==> src/rtl/subtrator_serial.sv <==
// Bit-serial N-bit subtractor: S = A - B - CIN, one bit per clock, LSB first.
// Ports:
//   CLK, RST_N       clock (rising edge), asynchronous active-low reset
//   START            request, accepted only while idle
//   A, B, CIN        minuend, subtrahend, borrow-in (captured on accepted START)
//   S, COUT          registered difference and final borrow-out
//   ZERO, OVF        registered zero flag and signed overflow
//   BUSY, DONE       operation in progress / one-cycle completion pulse
module subtrator_serial #(
    parameter int unsigned N = 8
) (
    input  logic         CLK,
    input  logic         RST_N,
    input  logic         START,
    input  logic [N-1:0] A,
    input  logic [N-1:0] B,
    input  logic         CIN,
    output logic [N-1:0] S,
    output logic         COUT,
    output logic         ZERO,
    output logic         OVF,
    output logic         BUSY,
    output logic         DONE
);

    localparam int unsigned CW = (N > 2) ? $clog2(N) : 1;
    localparam logic [CW-1:0] LAST = CW'(N - 1);

    typedef enum logic {
        IDLE = 1'b0,
        CALC = 1'b1
    } state_t;

    state_t        state_q;
    logic [N-1:0]  a_q;
    logic [N-1:0]  b_q;
    logic [N-1:0]  r_q;
    logic          br_q;
    logic [CW-1:0] cnt_q;

    logic          diff_d;
    logic          br_d;
    logic [N-1:0]  res_d;

    // Full-subtractor cell on the current LSBs; new bit enters the result at the MSB.
    always_comb begin
        diff_d = a_q[0] ^ b_q[0] ^ br_q;
        br_d   = (~a_q[0] & b_q[0]) | (~(a_q[0] ^ b_q[0]) & br_q);
        res_d  = {diff_d, r_q[N-1:1]};
    end

    // Control FSM and datapath registers.
    always_ff @(posedge CLK or negedge RST_N) begin
        if (!RST_N) begin
            state_q <= IDLE;
            a_q     <= '0;
            b_q     <= '0;
            r_q     <= '0;
            br_q    <= 1'b0;
            cnt_q   <= '0;
            S       <= '0;
            COUT    <= 1'b0;
            ZERO    <= 1'b0;
            OVF     <= 1'b0;
            BUSY    <= 1'b0;
            DONE    <= 1'b0;
        end else begin
            DONE <= 1'b0;
            unique case (state_q)
                IDLE: begin
                    if (START) begin
                        a_q     <= A;
                        b_q     <= B;
                        br_q    <= CIN;
                        cnt_q   <= '0;
                        BUSY    <= 1'b1;
                        state_q <= CALC;
                    end
                end
                CALC: begin
                    a_q   <= a_q >> 1;
                    b_q   <= b_q >> 1;
                    r_q   <= res_d;
                    br_q  <= br_d;
                    cnt_q <= cnt_q + CW'(1);
                    if (cnt_q == LAST) begin
                        // While the MSB is processed, br_q is the borrow into bit N-1.
                        S       <= res_d;
                        COUT    <= br_d;
                        ZERO    <= (res_d == '0);
                        OVF     <= br_q ^ br_d;
                        BUSY    <= 1'b0;
                        DONE    <= 1'b1;
                        cnt_q   <= '0;
                        state_q <= IDLE;
                    end
                end
            endcase
        end
    end

endmodule

==> config.mk <==
export PLATFORM = sky130hd
export DESIGN_NAME = subtrator_serial
export DESIGN_NICKNAME = d
export VERILOG_FILES = /design/src/rtl/subtrator_serial.sv
export SDC_FILE = /design/constraint.sdc
export NUM_CORES = 1
export LEC_CHECK = 0
export ABC_AREA = 1
export CORE_MARGIN = 2
export CORE_UTILIZATION = 29
export CTS_BUF_LIST = sky130_fd_sc_hd__clkbuf_2 sky130_fd_sc_hd__clkbuf_4 sky130_fd_sc_hd__clkbuf_8
export DETAILED_ROUTE_END_ITERATION = 12
export GPL_TIMING_DRIVEN = 0
export RECOVER_POWER = 50
export SYNTH_ARGS = -nofsm -noshare
export SYNTH_HDL_FRONTEND = slang
export SYNTH_SLANG_ARGS = --single-unit
==> constraint.sdc <==
create_clock -name CLK -period 2.7 [get_ports CLK]
set_input_delay 0.81 -clock CLK [delete_from_list [all_inputs] [get_ports CLK]]
set_output_delay 0.81 -clock CLK [all_outputs]
set_load 0.01 [all_outputs]
==> metrics <==
placed insts 288; #FFs+latches synth 41; CP endpoint kind output port; initial antenna violation count 0; pwr/cell area 1050 nW/um2; Worst Path Max Fanout 2; Die Width 80.4 um; cell area after synthesis 1690 um2; diode count 0; Core Region 5570 um2; 1st-iter DRT viols 78; final setup TNS 0 ps; DR DRC count 0; WL final 3380 um; # hold bufs at CTS 0; P_int 1500 uW; clock root cell clkbuf_8; Cell Chain, Critical Path clkdlybuf4s50_1; final core utilization 39.5%; CTS tree done; sequential power share 43.5%; Nets 246; Distinct cells, synth 18; final cell count without fillers 295; buffers and inverters on the worst path 1; proportion of power drawn by combinational gates 38.7%; Pleak 0.00103 uW; # clock sinks 41; Clock Skew around 7.3 ps; via count roughly 1.3k; clock period minus worst slack 1990 ps; share of layout cells above drive strength 1 8.07%; Final Hold Fails 0; period utilisation layout between 70% and 80%; CP top delay family buffers and inverters; status finished clean; CTS resizes 0; area delta synth->final 30.1%; RSZ-0062 raised after global routing no; grt total ovfl 0; Die Y a little over 80 um; Worst path max stage delay 540 ps; Clk pwr share 17.8%; Slew Limit Fails 0; CP Data Required Time around 1900 ps; Worst setup SP type flop; DR vias/cell 4.40; H-tree Lvls 2; hold_ws 471 ps; clock-pin slew on the worst setup and hold paths 70 ps; type of the worst min-delay path input pin to async pin; die area 6460 um2; Clock Latency Late Sink 290 ps; slew of the pin with the lowest slew margin 538 ps; Synth Warn # 0; Power, Total about 2300 uW; MaxCap Viol Count 0; # IOs 33; total CTS buffers 5; post-synthesis sequential area ratio 60.6%; Final setup viols 0; Synth Area per Inst approximately 9.3 um2; highest ir drop seen on vdd 0.327 mV; largest net degree at the start of global routing 34; switching share of power 35.3%; GRT Total Usage 12.1%; Cell Rows 27; RePlAce Congestion about 0.78; Max Freq 0.503 GHz; Slowest cell on crit path clkdlybuf4s50_1; first-pass GRT wire length 6080 um; First-pass DRT Iterations 4; antenna-violating nets left 0; port buffer count 32; Rel. slew slack 64.1%; CP Class flop to output port; DP HPWL 2500 um; CTS Buffer Depth 2; Net Count, Synth 206; critical path data arrival time 1180 ps; Post-CTS Setup Repair Bufs 0; vias in the first global route 1338; routed len/inst roughly 11 um; post-synthesis cell count 183; Initial Utilization 30.4%; net switching power 819 uW
worst paths after layout:
path,start,end,slack [ps],cells past startpoint
worst min register to register,S[1],S[1],490,2
max in group asynchronous,RST_N,b_q[7],1670,2
min in group CLK,S[1],S[1],490,2
worst max-delay path,S[6],S[6],710,1
worst min-delay path,RST_N,S[2],470,1
worst max register to register,a_q[0],ZERO,1290,6
placed cells by master (no fill, tap or decap):
cell	synthesis	final
a22o_1	2	2
buf_12	0	1
buf_2	5	4
buf_4	3	2
clkbuf_1	0	3
clkbuf_4	0	1
clkbuf_8	0	6
clkdlybuf4s50_1	0	31
dfrtp_1	41	41
fa_1	1	1
ha_1	2	2
inv_1	11	11
inv_2	2	2
nand2_1	73	73
nand3_1	12	12
nor2_1	6	6
nor2_4	2	2
nor3_1	1	1
o211ai_1	3	3
o21ai_0	15	15
o21ai_1	2	2
o31ai_1	1	1
xor2_1	1	1
power by group through the flow:
stage | combinational, uW | clock, uW | sequential (uW)
after floorplan | 548 | 0 | 1030
after global placement | 906 | 0 | 1010
after detailed placement | 933 | 0 | 1020
after CTS | 934 | 425 | 1010
after global routing | 1040 | 450 | 1040
final | 899 | 413 | 1010
through the flow:
| stage | cell area (um2) | worst slack [ps] |
|---|---|---|
| 2_1_floorplan | 1690 | 1370 |
| 3_5_place_dp | 2120 | 587 |
| 5_1_grt | 2200 | 665 |
| 4_1_cts | 2210 | 694 |
| 6_report | 2200 | 713 |
| 3_3_place_gp | 2100 | -256 |
cell families after synthesis:
| group | Yosys count | synth area share (%) |
|---|---|---|
| buffers and inverters | 21 | 5.69 |
| AND/OR/NAND/NOR | 94 | 22.7 |
| flip-flops | 41 | 60.6 |
| XOR/XNOR | 1 | 0.517 |
| adder cells (fa/ha/maj) | 3 | 2.66 |
| AO/OA/AOI/OAI | 23 | 7.83 |
Yosys cell counts, drive strengths merged:
master	count	share of area, %
o211ai	3	1.3
nand3	12	3.5
buf	8	2.8
o21ai	17	5.0
inv	13	2.9
ha	2	1.5
a22o	2	1.0
nor3	1	0.30
xor2	1	0.52
nor2	8	2.7
o31ai	1	0.44
dfrtp	41	61
fa	1	1.2
nand2	73	16
area by class of cell:
type | count | area [um2]
plain buffers | 8 | 42.5
multi-input cells | 121 | 571
flip-flops and latches | 41 | 1030
well taps | 72 | 90.1
clock buffers | 7 | 90.1
repair buffers | 33 | 334
inverters | 13 | 48.8
fillers | 581 | 3370
state kept, by name, indices dropped and copies added (netlist names):
| name | cells |
|---|---|
| state_q | 1 |
| a_q | 8 |
| OVF | 1 |
| S | 8 |
| b_q | 8 |
| cnt_q | 3 |
| DONE | 1 |
| BUSY | 1 |
| COUT | 1 |
| r_q | 7 |
| br_q | 1 |
| ZERO | 1 |
metal layers:
layer / global-route usage, % / part of all wire, %
met5: 0 / 0
met2: 19.8 / 46
met4: 4.58 / 1.3
met3: 3.15 / 5.0
met1: 15.4 / 48
(Power assumes the default switching activity.)
